`src/rtl/teclado_escaner_if.sv`:
```
// Keypad scanner bus: matrix pins on one side, key events on the other.
// TECLA_ATASCADA exists only when TECLADO_ATASCO_EN is defined.
interface teclado_escaner_if;
  logic [3:0] FILAS;
  logic [3:0] COLUMNAS;
  logic [3:0] DIGITO;
  logic       DIGITO_STB;
  logic       SOLICITUD_ACCESO;
`ifdef TECLADO_ATASCO_EN
  logic       TECLA_ATASCADA;
`endif

  modport master (
    input  FILAS,
    output COLUMNAS,
    output DIGITO,
    output DIGITO_STB,
`ifdef TECLADO_ATASCO_EN
    output TECLA_ATASCADA,
`endif
    output SOLICITUD_ACCESO
  );

  modport slave (
    output FILAS,
    input  COLUMNAS,
    input  DIGITO,
    input  DIGITO_STB,
`ifdef TECLADO_ATASCO_EN
    input  TECLA_ATASCADA,
`endif
    input  SOLICITUD_ACCESO
  );
endinterface

```
`src/rtl/teclado_escaner.sv`:
```
// 4x4 keypad scanner: sync, debounce, one strobe per press.
// Optional stuck-key detection with TECLADO_ATASCO_EN.
module teclado_escaner #(
  parameter int SCAN_CYCLES     = 4,
`ifdef TECLADO_ATASCO_EN
  parameter int ATASCO_CYCLES   = 1000,
`endif
  parameter int DEBOUNCE_CYCLES = 4
) (
  input  logic CLK,
  input  logic RESET,
  teclado_escaner_if.master bus
);

  localparam int SW = $clog2(SCAN_CYCLES + 1);
  localparam int DW = $clog2(DEBOUNCE_CYCLES + 1);

  typedef enum logic [1:0] {
    ESCANEO,
    REBOTE,
    EMITIR,
    ESPERA_SOLTAR
  } estado_t;

  estado_t state, state_d;

  logic [3:0]    fs_q1, fs;
  logic [1:0]    col, col_d;
  logic [SW-1:0] scan_cnt, scan_d;
  logic [DW-1:0] deb_cnt, deb_d;
  logic [3:0]    fila, fila_d;
  logic [3:0]    digito, digito_d;
  logic          stb, stb_d;
  logic          sol, sol_d;

  logic [1:0] r;
  logic       fs_onehot;
  logic       es_digito;
  logic       es_asterisco;
  logic [3:0] codigo;
  logic       deb_fin;

  assign fs_onehot = (fs != 4'd0) && ((fs & (fs - 4'd1)) == 4'd0);
  assign deb_fin   = deb_cnt >= DW'(DEBOUNCE_CYCLES - 1);

  always_comb begin
    r = 2'd0;
    unique case (1'b1)
      fila[0]: r = 2'd0;
      fila[1]: r = 2'd1;
      fila[2]: r = 2'd2;
      fila[3]: r = 2'd3;
      default: r = 2'd0;
    endcase
  end

  // Row 3 is "* 0 # D": only column 1 is a digit there.
  always_comb begin
    es_asterisco = (r == 2'd3) && (col == 2'd0);
    es_digito    = ((r != 2'd3) && (col != 2'd3))
                || ((r == 2'd3) && (col == 2'd1));
    if (r == 2'd3)
      codigo = 4'd0;
    else
      codigo = ({2'b00, r} * 4'd3) + {2'b00, col} + 4'd1;
  end

`ifdef TECLADO_ATASCO_EN
  localparam int AW = $clog2(ATASCO_CYCLES + 2);
  logic [AW-1:0] atasco_cnt, atasco_d;
  logic          atascada, atascada_d;
`endif

  always_comb begin
    state_d  = state;
    col_d    = col;
    scan_d   = scan_cnt;
    deb_d    = deb_cnt;
    fila_d   = fila;
    digito_d = digito;
    stb_d    = 1'b0;
    sol_d    = 1'b0;
    unique case (state)
      ESCANEO: begin
        if (scan_cnt == SW'(SCAN_CYCLES - 1)) begin
          scan_d = '0;
          if (fs_onehot) begin
            fila_d  = fs;
            deb_d   = DW'(1);
            state_d = REBOTE;
          end else begin
            col_d = col + 2'd1;
          end
        end else begin
          scan_d = scan_cnt + SW'(1);
        end
      end
      REBOTE: begin
        if (fs != fila) begin
          col_d   = col + 2'd1;
          scan_d  = '0;
          deb_d   = '0;
          state_d = ESCANEO;
        end else if (deb_fin) begin
          deb_d   = '0;
          state_d = EMITIR;
          if (es_digito) begin
            digito_d = codigo;
            stb_d    = 1'b1;
          end else if (es_asterisco) begin
            sol_d = 1'b1;
          end
        end else begin
          deb_d = deb_cnt + DW'(1);
        end
      end
      EMITIR: begin
        deb_d   = '0;
        state_d = ESPERA_SOLTAR;
      end
      ESPERA_SOLTAR: begin
        if (fs != 4'd0) begin
          deb_d = '0;
        end else if (deb_fin) begin
          deb_d   = '0;
          col_d   = col + 2'd1;
          scan_d  = '0;
          state_d = ESCANEO;
        end else begin
          deb_d = deb_cnt + DW'(1);
        end
      end
      default: state_d = ESCANEO;
    endcase
  end

`ifdef TECLADO_ATASCO_EN
  always_comb begin
    atasco_d = '0;
    if (state == ESPERA_SOLTAR && state_d == ESPERA_SOLTAR) begin
      if (atasco_cnt == AW'(ATASCO_CYCLES + 1))
        atasco_d = atasco_cnt;
      else
        atasco_d = atasco_cnt + AW'(1);
    end
    atascada_d = (state_d == ESPERA_SOLTAR)
              && (atasco_d > AW'(ATASCO_CYCLES));
  end

  always_ff @(posedge CLK or posedge RESET) begin
    if (RESET) begin
      atasco_cnt <= '0;
      atascada   <= 1'b0;
    end else begin
      atasco_cnt <= atasco_d;
      atascada   <= atascada_d;
    end
  end

  assign bus.TECLA_ATASCADA = atascada;
`endif

  always_ff @(posedge CLK or posedge RESET) begin
    if (RESET) begin
      fs_q1    <= 4'd0;
      fs       <= 4'd0;
      state    <= ESCANEO;
      col      <= 2'd0;
      scan_cnt <= '0;
      deb_cnt  <= '0;
      fila     <= 4'd0;
      digito   <= 4'd0;
      stb      <= 1'b0;
      sol      <= 1'b0;
    end else begin
      fs_q1    <= bus.FILAS;
      fs       <= fs_q1;
      state    <= state_d;
      col      <= col_d;
      scan_cnt <= scan_d;
      deb_cnt  <= deb_d;
      fila     <= fila_d;
      digito   <= digito_d;
      stb      <= stb_d;
      sol      <= sol_d;
    end
  end

  assign bus.COLUMNAS         = 4'b0001 << col;
  assign bus.DIGITO           = digito;
  assign bus.DIGITO_STB       = stb;
  assign bus.SOLICITUD_ACCESO = sol;

endmodule
```
`src/flat_wrapper.sv`:
```
// flat-port wrapper written by rule: the top's interface ports become plain ports
module teclado_escaner_flat 
#(
  parameter int SCAN_CYCLES     = 4,

  parameter int DEBOUNCE_CYCLES = 4
)
  (CLK, RESET, bus_FILAS, bus_COLUMNAS, bus_DIGITO, bus_DIGITO_STB, bus_SOLICITUD_ACCESO);
  teclado_escaner_if bus_i ();
  input  logic CLK;
  input  logic RESET;
  input wire logic [$bits(bus_i.FILAS)-1:0] bus_FILAS;
  output wire logic [$bits(bus_i.COLUMNAS)-1:0] bus_COLUMNAS;
  output wire logic [$bits(bus_i.DIGITO)-1:0] bus_DIGITO;
  output wire logic [$bits(bus_i.DIGITO_STB)-1:0] bus_DIGITO_STB;
  output wire logic [$bits(bus_i.SOLICITUD_ACCESO)-1:0] bus_SOLICITUD_ACCESO;
  assign bus_i.FILAS = bus_FILAS;
  assign bus_COLUMNAS = bus_i.COLUMNAS;
  assign bus_DIGITO = bus_i.DIGITO;
  assign bus_DIGITO_STB = bus_i.DIGITO_STB;
  assign bus_SOLICITUD_ACCESO = bus_i.SOLICITUD_ACCESO;
  teclado_escaner #(.SCAN_CYCLES(SCAN_CYCLES), .DEBOUNCE_CYCLES(DEBOUNCE_CYCLES)) u_core (.CLK(CLK), .RESET(RESET), .bus(bus_i));
endmodule
```
`config.mk`:
```
export PLATFORM = sky130hd
export DESIGN_NAME = teclado_escaner_flat
export DESIGN_NICKNAME = d
export VERILOG_FILES = /design/src/rtl/teclado_escaner_if.sv /design/src/rtl/teclado_escaner.sv /design/src/flat_wrapper.sv
export SDC_FILE = /design/constraint.sdc
export NUM_CORES = 1
export LEC_CHECK = 0
export CORE_MARGIN = 2
export CORE_UTILIZATION = 45
export DETAILED_ROUTE_END_ITERATION = 10
export PLACE_DENSITY = 0.66
export RECOVER_POWER = 100
export SETUP_SLACK_MARGIN = 0.15
export SKIP_CTS_REPAIR_TIMING = 1
export SYNTH_ARGS = -nofsm -noshare
export SYNTH_HDL_FRONTEND = slang
export SYNTH_SLANG_ARGS = --single-unit
```
`constraint.sdc`:
```
create_clock -name CLK -period 4.1 [get_ports CLK]
set_input_delay 1.23 -clock CLK [delete_from_list [all_inputs] [get_ports CLK]]
set_output_delay 1.23 -clock CLK [all_outputs]
set_load 0.01 [all_outputs]
```
Word level (Yosys, flattened, before mapping). Index checks and enable logic that the tools add are counted.

Register bits: 28. Input bits: 6. Output and inout bits: 10. Word-level logic and storage cells: 88.

$add $sub $neg: 6. Multiply operators: 1. Order comparisons: 1. Equality and inequality tests: 16. Shifts and indexed selects: 1. Mux-type cells: 35. Bitwise operators: 2. Reductions and logical operators: 16.

Operators with widths (count): $mux W3 (9); $mux W2 (11); $pmux W2 S3 (2); $pmux W3 S4 (1); $mux W1 (9); $pmux W3 S3 (1); $ne A2 B1 Y1 const B (4); $ne A2 B2 Y1 const B (4); $pmux W2 S4 (1); $reduce_and A4 Y1 (2); $add A3 B1 Y3 const B (2); $eq A2 B2 Y1 const B (3); $reduce_and A6 Y1 (1); $reduce_and A5 Y1 (1); $add A4 B1 Y4 const B (1); $add A4 B2 Y4 (1); $and A4 B4 Y4 (1); $eq A2 B1 Y1 const B (2); $logic_and A1 B1 Y1 (4); $logic_not A2 Y1 (2); $logic_not A4 Y1 (1); $mul A2 B2 Y4 const B (1); $mux W4 (1); $ne A4 B4 Y1 (1); other kinds (12) (12).

Longest topological paths before layout.
Depth after elaboration: 8. Mapped depth: 7. Mapped depth without buffers: 7.

Worst setup path after synthesis. No wires, ideal clock.

Path kind: register -> register. Start: register u_core.fila[2]. End: register u_core.digito[2], in the netlist u_core.bus.DIGITO[2]. Library setup time: 0.125 ns. Arrival: 2.186 ns. Required time: 3.975 ns. Path slack: 1.789 ns. Cell stages (with the launch flop): 8. Buffers on the path: 0. Period minus slack after synthesis: 2.311 ns. Cells stage by stage: dfrtp_1 > or2_2 > fa_1 > inv_1 > fa_1 > xor2_1 > nor2_1 > mux2_2.

Cells in the longest elaborated chain, start to end: 5. Elaborated cells between the ends (all ways): 13. Classes of those cells: add/sub (2); mul (1); eq/ne (3); mux (2); bitwise (1); reduce/logical (4).

RTL lines: from (decl) (line teclado_escaner.sv:31) `logic [3:0] fila, fila_d;`; from (signal assigned) (line teclado_escaner.sv:182) `fila <= fila_d;`; $pmux W2 S3 (line teclado_escaner.sv:48) `unique case (1'b1)`; $mul A2 B2 Y4 (tied with other cells) (line teclado_escaner.sv:65) `codigo = ({2'b00, r} * 4'd3) + {2'b00, col} + 4'd1;`; $add A4 B2 Y4 (tied with other cells) (line teclado_escaner.sv:65); $add A4 B1 Y4 or $logic_or A1 B1 Y1 (tied branches) (line teclado_escaner.sv:65, teclado_escaner.sv:61); $mux W4 or $reduce_and A4 Y1 (tied branches); to (signal assigned) (line teclado_escaner.sv:183) `digito <= digito_d;`; to (decl) (line teclado_escaner.sv:32) `logic [3:0] digito, digito_d;`.

Several ways; a longest one is shown, not always the timed one. A chain may end at the register's enable or synchronous reset.

Worst setup path after layout.
Start: register u_core.col[0]. End: output bus_COLUMNAS[0].

Cells in the longest elaborated chain, start to end: 1.

RTL lines: from (decl) (line teclado_escaner.sv:28) `logic [1:0] col, col_d;`; from (signal assigned) (line teclado_escaner.sv:179) `col <= col_d;`; $shl A1 B2 Y4 (line teclado_escaner.sv:189) `assign bus.COLUMNAS = 4'b0001 << col;`; to (decl) (line flat_wrapper.sv:13) `output wire logic [$bits(bus_i.COLUMNAS)-1:0] bus_COLUMNAS;`.

No other way between the ends.

==> run_results.csv <==
group,metric,value,unit
placement,dp.cells,190,
yosys,synthFlopType,"dfrtp_1",
global_routing,grt.total_usage,14.7,%
yosys,syn_nets,154,
sta,final.setup.tns,0,ns
global_routing,first_global_vias,1018,
sta,fmax,0.323,GHz
route,drtIter0Drc,46,
layout,area_delta_synth_final,9.28,%
die,core,3340,um^2
route,vias,1043,
setup_path,critPathLaunchType,"flip-flop",
hold_path,hold_path_class,"reg2reg",
yosys,synthesis.yosys.warnings,0,
setup_path,critPathRequiredTime,2.87,ns
layout,nNetsFinal,168,
layout,stdcell_count,193,
cts,cts_buffers,3,
route,drt_first_pass_iters,6,
sta,slew_headroom,29.3,%
die,die_x,63.0,um
yosys,synth-seq-area-share,44.8,%
yosys,synth_top_area_share,44.8,%
hold_path,whs_path_depth,0,
layout,nFillCells,317,
sta,finalCritPeriodShare,75.6,%
layout,num_antenna_cells,0,
layout,layout_commonest_cell,"dfrtp_1",
power_and_ir_drop,p_int,600,uW
global_routing,antenna_found_initial,0,
sta,setup_viol,0,
die,dieArea,3960,um^2
power_and_ir_drop,p_per_area,585,nW/um^2
route,drt-wirelength-per-cell,13.7,um
power_and_ir_drop,p_leak,0.794,nW
setup_path,arrival,1.87,ns
sta,setup_ws,1.00,ns
setup_path,cp_cell_sequence,"inv_1 > ha_1 > dlygate4sd3_1",
power_and_ir_drop,p_comb_share,49.9,%
yosys,synth_top_area_cell,"dfrtp_1",
setup_path,path_buf_inv,2,
yosys,yosys-top-cells-area,"dfrtp_1, ha_1, mux2_4",
layout,final_cell_mix,"dfrtp_1, dlygate4sd3_1, ha_1, inv_1, nor2_1",
layout,drive_gt1_share,8.16,%
yosys,syn_inst,135,
die,start_util,46.9,%
die,num_rows,21,
global_routing,overflow,0,
setup_path,crit_type,"reg2out",
outcome,status,"complete, no violations",
sta,finalHoldViolations,0,
placement,dp_slack,1.47,ns
sta,period_minus_slack,3.10,ns
global_routing,grt_max_degree,29,
placement,place_congestion,0.846,
cts,ctsHtreeMaxLevel,1,
power_and_ir_drop,switching_share,40.0,%
yosys,avgSynthCellArea,11.6,um^2
setup_path,crit_family,"buffers and inverters",
setup_path,path_depth,3,
route,drc,0,
placement,portBuffers,15,
sta,fin_worst_skew,0.0126,ns
cts,root_buffer,"clkbuf_4",
placement,dp.final_hpwl,2.05,mm
setup_path,slowest_delay,0.60,ns
setup_path,cp_slowest_cell,"dlygate4sd3_1",
power_and_ir_drop,p_clk_share,10.9,%
cts,clkTransAtPathRegs,0.14,ns
die,ios,16,
cts,clock-sinks,28,
sta,rsz0062_at_grt,"false",
cts,cts_buffer_depth,2,
yosys,ys_async_sr_fraction,100,%
power_and_ir_drop,peakVddDrop,385,uV
power_and_ir_drop,switchingPower,399,uW
flow_run,cap_violations,0,
yosys,syn_area,1560,um^2
die,die_y,63.0,um
setup_path,r2r_cells,7,
cts,worstSkewPairLatency,0.32,ns
route,routed_wl,2.64,mm
setup_path,crit_path_end_kind,"primary output",
cts,tritoncts,"built",
power_and_ir_drop,seq_power_share,39.2,%
sta,tightest_slew,1.06,ns
yosys,synth_enable_flop_cells,0,
route,drtAntennaViolNets,0,
yosys,ys_ff_latch,28,
sta,report.final.slew_viol_count,0,
global_routing,grt_pass1_wl,4.66,mm
yosys,synth_cell_types,43,
route,viasPerCell,5.40,
setup_path,crit_fanout,8,
power groups by stage:
stage | Clock (mW) | Combinational (mW) | Sequential [mW]
CTS | 0.117 | 0.540 | 0.394
finish | 0.109 | 0.498 | 0.392
global placement | 0 | 0.526 | 0.394
floorplan | 0 | 0.434 | 0.374
global route | 0.129 | 0.571 | 0.402
detailed placement | 0 | 0.538 | 0.400
kinds of logic (layout without fill, tap and decap cells):
group	after synthesis	count (layout)	synth area share [%]
AO/OA/AOI/OAI	28	28	13.9
XOR/XNOR	7	7	3.92
adder cells (fa/ha/maj)	13	13	11.4
buffers and inverters	14	26	5.20
flip-flops	28	28	44.8
multiplexers	8	8	6.72
AND/OR/NAND/NOR	37	37	14.1
flip-flops by register name, summed over array words and instances (netlist names), named ones only:
name and flops:
u_core.state 1, u_core.fila 4, u_core.bus.DIGITO_STB 1, u_core.fs_q1 4
u_core.fs 4, u_core.bus.SOLICITUD_ACCESO 1, u_core.col 2, u_core.scan_cnt 3
u_core.deb_cnt 3, u_core.bus.DIGITO 4
final cells by class:
type	instances	area, um^2	area share (%)
well taps	46	57.6	3.37
multi-input cells	93	748	43.8
inverters	8	30.0	1.76
clock buffers	3	22.5	1.32
repair buffers	15	150	8.78
flip-flops and latches	28	701	41.0
synth_stat cells (all sizes together) (2+ instances only):
master / instances
a21o: 4
nor2b: 3
buf: 6
xor2: 3
fa: 2
nor2: 8
nor3: 2
a211o: 2
a31oi: 2
nand2: 2
nor4: 2
inv: 8
mux2: 8
a21oi: 3
nand3: 7
nor4b: 2
ha: 11
and3: 2
dfrtp: 28
xnor2: 4
or2: 3
o211ai: 2
o21ai: 6
worst paths after layout:
kind                                                 start                          endpoint  slack, ns
min in group asynchronous                            RESET         u_core.col[0]$_DFFE_PP0P_       1.59
max in group asynchronous                            RESET            u_core.fs[3]$_DFF_PP0_       1.87
worst max-delay path             u_core.col[0]$_DFFE_PP0P_                   bus_COLUMNAS[0]        1.0
worst min-delay path             u_core.fs_q1[1]$_DFF_PP0_            u_core.fs[1]$_DFF_PP0_       0.37
worst max register to register  u_core.fila[2]$_DFFE_PP0P_  u_core.bus.DIGITO[2]$_DFFE_PP0P_       1.67
worst min register to register   u_core.fs_q1[1]$_DFF_PP0_            u_core.fs[1]$_DFF_PP0_       0.37
per-stage QoR:
stage	total power [mW]	hold WS [ns]	utilization (%)	instance area, um^2
global placement	0.920	0.336	51.6	1720
finish	1.00	0.366	51.2	1710
CTS	1.05	0.368	52.2	1740
detailed placement	0.937	0.336	51.6	1720
global route	1.10	0.383	51.2	1710
floorplan	0.808	0.331	-	1560
worst register-to-register path, delay by kind of cell (launching register included):
family                   cells  cell delay, ns
multiplexers                 1            0.27
buffers and inverters        1            0.06
flip-flops                   1            0.43
XOR/XNOR                     1            0.16
AND/OR/NAND/NOR              2            0.40
adder cells (fa/ha/maj)      2            1.01
layer usage:
metal | share of wire [%] | vias up | global-route usage (%) | wire length [um]
met5 | 0 | - | 0 | 0
li1 | - | 508 | - | -
met3 | 3.0 | 4 | 1.80 | 79
met2 | 47 | 24 | 23.8 | 1240
met4 | 1.6 | 0 | 6.67 | 42
met1 | 48 | 507 | 19.8 | 1270
Note: power is estimated with default switching activity, not from simulation.
